[src/rtl/seven_seg_scanner.sv]
// seven_seg_scanner
//   Multiplexed seven-segment display driver. Scans NUM_DIGITS digits, one per
//   slot of 2**DIVIDE_LOG2 clock cycles, and dims them with a 16-level PWM.
//   All display inputs are copied into shadow registers once per frame so
//   that changes made mid-frame never tear the displayed value.
//
//   Optional feature: define SEVEN_SEG_LEADING_ZERO_BLANK_EN to blank the hex
//   segments of leading-zero digits (digit 0 always shown, DP still applies).
//
// Ports
//   clock         system clock
//   reset         synchronous, active-high reset
//   data          packed hex nibbles, digit i = data[4i+3:4i]
//   decimalPoint  per-digit decimal point
//   digitEnable   per-digit enable; disabled digits are never driven
//   brightness    PWM level, 0 = 1/16 duty, 15 = full
//   segment       registered segments, bit 7 = DP, bits 6:0 = g..a
//   digit         registered one-hot digit select
//   frameStart    one-cycle pulse after the shadow registers load
module seven_seg_scanner #(
  parameter int NUM_DIGITS         = 4,
  parameter int DIVIDE_LOG2        = 16,
  parameter bit SEGMENT_ACTIVE_LOW = 1'b1,
  parameter bit DIGIT_ACTIVE_LOW   = 1'b1
) (
  input  logic                    clock,
  input  logic                    reset,
  input  logic [4*NUM_DIGITS-1:0] data,
  input  logic [NUM_DIGITS-1:0]   decimalPoint,
  input  logic [NUM_DIGITS-1:0]   digitEnable,
  input  logic [3:0]              brightness,
  output logic [7:0]              segment,
  output logic [NUM_DIGITS-1:0]   digit,
  output logic                    frameStart
);

  localparam int                    IDX_W    = (NUM_DIGITS > 1) ? $clog2(NUM_DIGITS) : 1;
  localparam logic [IDX_W-1:0]      LAST_IDX = IDX_W'(NUM_DIGITS - 1);
  // XOR masks applied to the active-high internal values.
  localparam logic [7:0]            SEG_MASK = {8{SEGMENT_ACTIVE_LOW}};
  localparam logic [NUM_DIGITS-1:0] DIG_MASK = {NUM_DIGITS{DIGIT_ACTIVE_LOW}};

  logic [DIVIDE_LOG2-1:0]  div_count_reg;
  logic [IDX_W-1:0]        digit_index_reg;
  logic                    load_pending_reg;
  logic                    frame_start_reg;
  logic [4*NUM_DIGITS-1:0] shadow_data_reg;
  logic [NUM_DIGITS-1:0]   shadow_dp_reg;
  logic [NUM_DIGITS-1:0]   shadow_en_reg;
  logic [3:0]              shadow_bright_reg;
  logic [7:0]              segment_reg;
  logic [NUM_DIGITS-1:0]   digit_reg;

  logic                    tick;
  logic                    frame_end;
  logic                    shadow_load;
  logic [3:0]              phase;
  logic                    pwm_on;
  logic [NUM_DIGITS-1:0]   digit_sel;
  logic [NUM_DIGITS-1:0]   blank;
  logic [3:0]              cur_nibble;
  logic                    cur_dp;
  logic                    cur_en;
  logic                    cur_blank;
  logic                    digit_active;
  logic [7:0]              segment_next;
  logic [NUM_DIGITS-1:0]   digit_next;

  function automatic logic [6:0] hex_decode(input logic [3:0] nibble);
    logic [6:0] seg;
    case (nibble)
      4'h0:    seg = 7'h3F;
      4'h1:    seg = 7'h06;
      4'h2:    seg = 7'h5B;
      4'h3:    seg = 7'h4F;
      4'h4:    seg = 7'h66;
      4'h5:    seg = 7'h6D;
      4'h6:    seg = 7'h7D;
      4'h7:    seg = 7'h07;
      4'h8:    seg = 7'h7F;
      4'h9:    seg = 7'h6F;
      4'hA:    seg = 7'h77;
      4'hB:    seg = 7'h7C;
      4'hC:    seg = 7'h39;
      4'hD:    seg = 7'h5E;
      4'hE:    seg = 7'h79;
      default: seg = 7'h71;
    endcase
    return seg;
  endfunction

  assign tick        = &div_count_reg;
  assign frame_end   = tick && (digit_index_reg == LAST_IDX);
  // A pending load (set by reset) takes priority so the first frame after
  // reset shows current inputs instead of the cleared shadow.
  assign shadow_load = load_pending_reg || frame_end;
  assign phase       = div_count_reg[DIVIDE_LOG2-1 -: 4];
  assign pwm_on      = (phase <= shadow_bright_reg);

  genvar gi;
  generate
    for (gi = 0; gi < NUM_DIGITS; gi++) begin : g_sel
      assign digit_sel[gi] = (digit_index_reg == IDX_W'(gi));
    end
  endgenerate

`ifdef SEVEN_SEG_LEADING_ZERO_BLANK_EN
  // Digit i is a leading zero when it and every nibble above it are zero.
  assign blank[0] = 1'b0;
  generate
    for (gi = 1; gi < NUM_DIGITS; gi++) begin : g_blank
      assign blank[gi] = ~|shadow_data_reg[4*NUM_DIGITS-1:4*gi];
    end
  endgenerate
`else
  assign blank = '0;
`endif

  always_comb begin
    cur_nibble = 4'h0;
    for (int i = 0; i < NUM_DIGITS; i++) begin
      if (digit_sel[i]) begin
        cur_nibble = shadow_data_reg[4*i +: 4];
      end
    end
  end

  assign cur_dp       = |(shadow_dp_reg & digit_sel);
  assign cur_en       = |(shadow_en_reg & digit_sel);
  assign cur_blank    = |(blank & digit_sel);
  assign digit_active = cur_en && pwm_on;

  always_comb begin
    segment_next = SEG_MASK;
    digit_next   = DIG_MASK;
    if (digit_active) begin
      segment_next = {cur_dp, (cur_blank ? 7'h00 : hex_decode(cur_nibble))} ^ SEG_MASK;
      digit_next   = digit_sel ^ DIG_MASK;
    end
  end

  always_ff @(posedge clock) begin
    if (reset) begin
      div_count_reg     <= '0;
      digit_index_reg   <= '0;
      load_pending_reg  <= 1'b1;
      frame_start_reg   <= 1'b0;
      shadow_data_reg   <= '0;
      shadow_dp_reg     <= '0;
      shadow_en_reg     <= '0;
      shadow_bright_reg <= '0;
      segment_reg       <= SEG_MASK;
      digit_reg         <= DIG_MASK;
    end else begin
      div_count_reg   <= div_count_reg + DIVIDE_LOG2'(1);
      frame_start_reg <= shadow_load;
      segment_reg     <= segment_next;
      digit_reg       <= digit_next;
      if (tick) begin
        digit_index_reg <= frame_end ? '0 : digit_index_reg + IDX_W'(1);
      end
      if (shadow_load) begin
        load_pending_reg  <= 1'b0;
        shadow_data_reg   <= data;
        shadow_dp_reg     <= decimalPoint;
        shadow_en_reg     <= digitEnable;
        shadow_bright_reg <= brightness;
      end
    end
  end

  assign segment    = segment_reg;
  assign digit      = digit_reg;
  assign frameStart = frame_start_reg;

endmodule
[config.mk]
export PLATFORM = sky130hd
export DESIGN_NAME = seven_seg_scanner
export DESIGN_NICKNAME = d
export VERILOG_FILES = /design/src/rtl/seven_seg_scanner.sv
export SDC_FILE = /design/constraint.sdc
export NUM_CORES = 1
export LEC_CHECK = 0
export ABC_AREA = 1
export BUFFER_PORTS_ARGS = -buffer_cell sky130_fd_sc_hd__buf_2
export CAP_MARGIN = 30
export CELL_PAD_IN_SITES_DETAIL_PLACEMENT = 0
export CELL_PAD_IN_SITES_GLOBAL_PLACEMENT = 1
export CORE_MARGIN = 1.5
export CORE_UTILIZATION = 41
export CTS_CLUSTER_DIAMETER = 150
export CTS_CLUSTER_SIZE = 10
export DETAILED_ROUTE_END_ITERATION = 7
export GPL_TIMING_DRIVEN = 0
export PLACE_DENSITY_LB_ADDON = 0.25
export SYNTH_ARGS = -nofsm -noshare
export SYNTH_HDL_FRONTEND = slang
export SYNTH_SLANG_ARGS = --single-unit
export TNS_END_PERCENT = 100
[constraint.sdc]
create_clock -name clock -period 2.9 [get_ports clock]
set_clock_uncertainty 0.1 [all_clocks]
set_input_delay 0.29 -clock clock [delete_from_list [all_inputs] [get_ports clock]]
set_output_delay 0.29 -clock clock [all_outputs]
set_load 0.03 [all_outputs]
# == Word-level counts from Yosys, hierarchy flattened ==
# Memories as Yosys holds them, arrays and structs flattened.
# Index checks and enable logic that the tools add are counted.
# totals
register_bits,60
input_bits,30
mem_bits_ro,112
output_inout_bits,13
latch_bits,0
n_memories,1
word_cells,36
ramBits,0
# op_classes
bitwise_logic,5
n_mul,0
add_sub_neg,2
n_mux,6
order_cmp,1
reduce_logical,8
div_mod_pow,0
n_eq_ne,3
shift,0
# mem_list
memory,words,word_bits,read_ports,rd_ports_with_merged_regs,write_ports,line,source
(name not given),16,7,1,0,0,71,case (nibble)
# op_table
cell,count
$add 16x1->16 const B,1
$mux 4,4
$reduce_and 16->1,1
$and 4x4->4,2
$not 8->8,1
$reduce_or 4->1,2
$mux 7,1
$eq 2x2->1 const B,2
$le 4x4->1,1
$not 4->4,1
$add 2x1->2 const B,1
$eq 2x1->1 const B,1
$logic_and 1x1->1,2
$logic_not 2->1,1
$mux 2,1
$reduce_or 2->1,1
$logic_or 1x1->1,1
$not 1->1,1

# == Depth between registers and ports, before layout ==
# An unclocked memory read counts as a cell.
# logic_depth
word_depth,8
mapped_depth,13
mapped_depth_nobuf,13

# == Worst setup path before layout ==
# No wires, ideal clock.
# synth_path
kind,reg2reg
start,reg digit_index_reg[0]
end,reg segment_reg[3] (netlist: segment[3])
setup_slack_ps,846
n_path_buf,1
synth_period_minus_slack_ps,2054
stages_incl_launch_ff,11
t_arrival_ps,1836
setup_time_ps,118
t_required_ps,2682
cell_sequence,dfxtp_1 -> ha_1 -> buf_2 -> inv_1 -> o21ai_0 -> inv_1 -> ha_1 -> nand3_1 -> nand3_1 -> nand2_1 -> nand2_1
# synth_between
elab_chain_len,8
word_cells_on_any_way,16
classes_between,eq/ne (3); mux (5); bitwise (3); reduce/logical (4); memory (1)
# synth_lines
element,line,source
"start, declared",44,logic [IDX_W-1:0] digit_index_reg;
"start signal, assigned",160,digit_index_reg <= frame_end ? '0 : digit_index_reg + IDX_W'(1);
$logic_not 2->1,103,assign digit_sel[gi] = (digit_index_reg == IDX_W'(gi));
$mux 4 (4 in a row),122,if (digit_sel[i]) begin
$mem_v2 16x7,-,
$mux 7,136,if (digit_active) begin
$not 8->8 (no line),-,
"end signal, assigned",157,segment_reg <= segment_next;
"end, declared",51,logic [7:0] segment_reg;
# Several ways; a longest one is shown, not always the timed one. The select of a mux whose other input is x is not followed.
# A chain may end at the register's enable or synchronous reset.

# == Worst setup path in the final report ==
# Ends and elaborated chain as after synthesis.

==> impl_metrics.py <==
metrics = {
    "synth": {
        "synth_cell_types": 25,
        "synth_nets": 484,
        "syn_avg_cell_area_um2": 6.96,
        "synth-seq-area-share_pct": 39.3,
        "netlist_area_mm2": 0.00306,
        "synthCells": 439,
        "synth_warnings": 0,
        "ys_ff_latch": 60,
    },
    "clock_tree": {
        "cts-resized-gates": 0,
        "hold_buffers": 0,
        "cts_setup_buffers": 0,
        "cts-buffers-inserted": 9,
        "clock-sinks": 60,
        "clock_path_buffers": 2,
        "cts.htree.levels": 3,
        "cts_tree": "done",
        "cts_root_buffer": "clkbuf_8",
        "clk_transition_reported_paths_ns": 0.07,
        "worstSkewPairLatency_ns": 0.34,
    },
    "worst_hold_path": {
        "worstHoldStart": "digitEnable[3]",
        "hold_class": "input port to register",
        "hold_end": "shadow_en_reg[3]",
        "min_path_cells": 3,
    },
    "timing": {
        "finalCritPeriodShare_pct": 86.9,
        "slew_headroom_pct": 51.3,
        "rsz0062_at_grt": "false",
        "fin_tns_setup_ns": 0,
        "slew_violations": 0,
        "fin_crit_ns": 2.52,
        "hold_viol_final": 0,
        "setup_viol": 0,
        "fmax_mhz": 397,
        "fin_ws_ns": 0.381,
        "tightest_slew_ns": 0.723,
    },
    "placed_design": {
        "gp_congestion": 0.819,
        "io_buffer_count": 41,
        "dpl_cell_area_mm2": 0.00338,
        "dp.cells": 579,
        "pre_cts_ws_ns": 0.379,
        "hpwl_mm": 5.21,
    },
    "finish": {
        "layout.nets": 536,
        "area_delta_synth_final_pct": 16.3,
        "stdcell_count": 595,
        "final_util_pct": 49.3,
        "n_antenna_cell": 0,
        "drive_above_1_share_pct": 16.1,
        "fin_area_mm2": 0.00355,
    },
    "die": {
        "fp.dieH_um": 89.3,
        "die_w_um": 89.3,
        "die_area_mm2": 0.00798,
        "initial_core_util_pct": 42.4,
        "rows": 31,
        "num_io_pins": 43,
        "core_area_mm2": 0.00721,
    },
    "global_route": {
        "grt_max_degree": 11,
        "grtUsageTotal_pct": 18.9,
        "grt_pass1_vias": 2510,
        "grt_antenna_before_repair": 0,
        "grt_overflow": 0,
        "grt_pass1_wl_mm": 11.4,
    },
    "detailed_routing": {
        "antenna_left": 0,
        "met2_length_mm": 3.41,
        "avgViaCountPerCell": 4.68,
        "route.detailed.drc": 0,
        "drt_iter0_drc": 87,
        "dr.pass1.iters": 4,
        "vias": 2782,
        "wl_mm": 7.04,
        "avgRoutedWirePerCell_um": 11.8,
        "maxUsedRoutingLayer": "met4",
        "met1Wirelength_mm": 3.27,
        "wl_met3_um": 208,
    },
    "flow_run": {
        "drv_cap": 0,
    },
    "worst_setup_path": {
        "endpoint_kind": "register",
        "startpoint_type": "register",
        "r2r_slack_ns": 0.38,
        "cp.arrival_ns": 2.64,
        "required_ns": 3.03,
        "path_max_fanout": 8,
        "crit_path_start": "digit_index_reg[0]",
        "crit_type": "register to register",
        "rr_worst_depth": 10,
        "r2r-end": "segment[3]",
        "rr_startpoint": "digit_index_reg[0]",
    },
    "pwr": {
        "p_leak_nw": 1.60,
        "power_density_mw_per_mm2": 490,
        "max-vdd-ir-drop_mv": 0.202,
    },
    "status": {
        "status": "finished, final reports clean",
    },
}
-- power breakdown --
group | internal, W | total (W) | leakage (nW) | switching (W)
Combinational | 0.0000777 | 0.000205 | 1.01 | 0.000127
Sequential | 0.000861 | 0.000876 | 0.493 | 0.0000145
Clock | 0.000327 | 0.000661 | 0.0889 | 0.000334
-- worst max path at each step --
stage / endpoint / cells past startpoint
global route: segment[3] / 10
floorplan: segment[3] / 10
global placement: segment[3] / 10
CTS: segment[3] / 10
finish: segment[3] / 10
detailed placement: segment[3] / 10
-- layer usage --
metal | vias up | global-route usage [%]
met5 | - | 0
met4 | 0 | 7.83
met3 | 14 | 3.05
met2 | 39 | 31.9
met1 | 1223 | 23.8
li1 | 1506 | -
-- cell usage after synthesis (all sizes together) --
| cell | count | area, um^2 |
|---|---|---|
| nor2 | 53 | 214 |
| o22ai | 1 | 6.26 |
| xor2 | 2 | 17.5 |
| nor3b | 1 | 7.51 |
| nand3 | 55 | 330 |
| clkbuf | 10 | 37.5 |
| nand3b | 1 | 7.51 |
| o21ai | 11 | 55.1 |
| nand4 | 9 | 56.3 |
| nor3 | 8 | 45.0 |
| ha | 15 | 188 |
| or2 | 1 | 6.26 |
| o21a | 1 | 7.51 |
| nand2 | 93 | 352 |
| buf | 10 | 57.6 |
| inv | 59 | 221 |
| a21oi | 49 | 245 |
| dfxtp | 60 | 1200 |
-- placed cells by master, fill, tap and decap left out --
cell        instances
nand2_1            92
dfxtp_1            60
inv_1              56
nor2_1             51
a21oi_1            49
buf_2              45
nand3_1            44
ha_1               15
o21ai_0            11
clkbuf_1           11
nand3_2            11
clkbuf_8           10
nand4_1             9
nor3_1              7
buf_1               4
clkinv_2            4
inv_2               3
xor2_1              2
nor2_4              2
buf_6               2
nand2_2             1
nor3_2              1
o21a_1              1
nand3b_1            1
o22ai_1             1
or2_0               1
nor3b_1             1
clkinvlp_4          1
-- worst max-delay path, cell delays in order (launching register included) --
cell and delay (ns):
dfxtp_1 0.39, ha_1 0.16, buf_2 0.19, inv_1 0.16, o21ai_0 0.61, inv_1 0.19, ha_1 0.27, nand3_1 0.12
nand3_1 0.08, nand2_1 0.08, nand2_1 0.05
-- final cells by class --
cell class                 count  area, um^2
timing repair buffer          41         205
multi-input combinational    300        1540
tap                           99         124
buffer                        20        95.1
clock inverter                 5        27.5
sequential                    60        1200
inverter                      59         221
clock buffer                  11         141
fill                         797        3660
-- kinds of logic after synthesis --
group	share of synthesized area, %
AOI/OAI and AO/OA	10.3
DFF	39.3
adders and majority gates	6.14
and+or+nand+nor	33.3
buffers and inverters	10.4
xor gates and xnor gates	0.573
-- metrics by stage --
stage                     hold slack (ns)  power [W]
final                              0.0630    0.00174
after global placement              0.332    0.00110
after detailed placement            0.341    0.00110
after global routing               0.0739    0.00182
after CTS                          0.0649    0.00176
after floorplan                     0.318    0.00104
No activity file was read; power rests on OpenSTA's default activity.
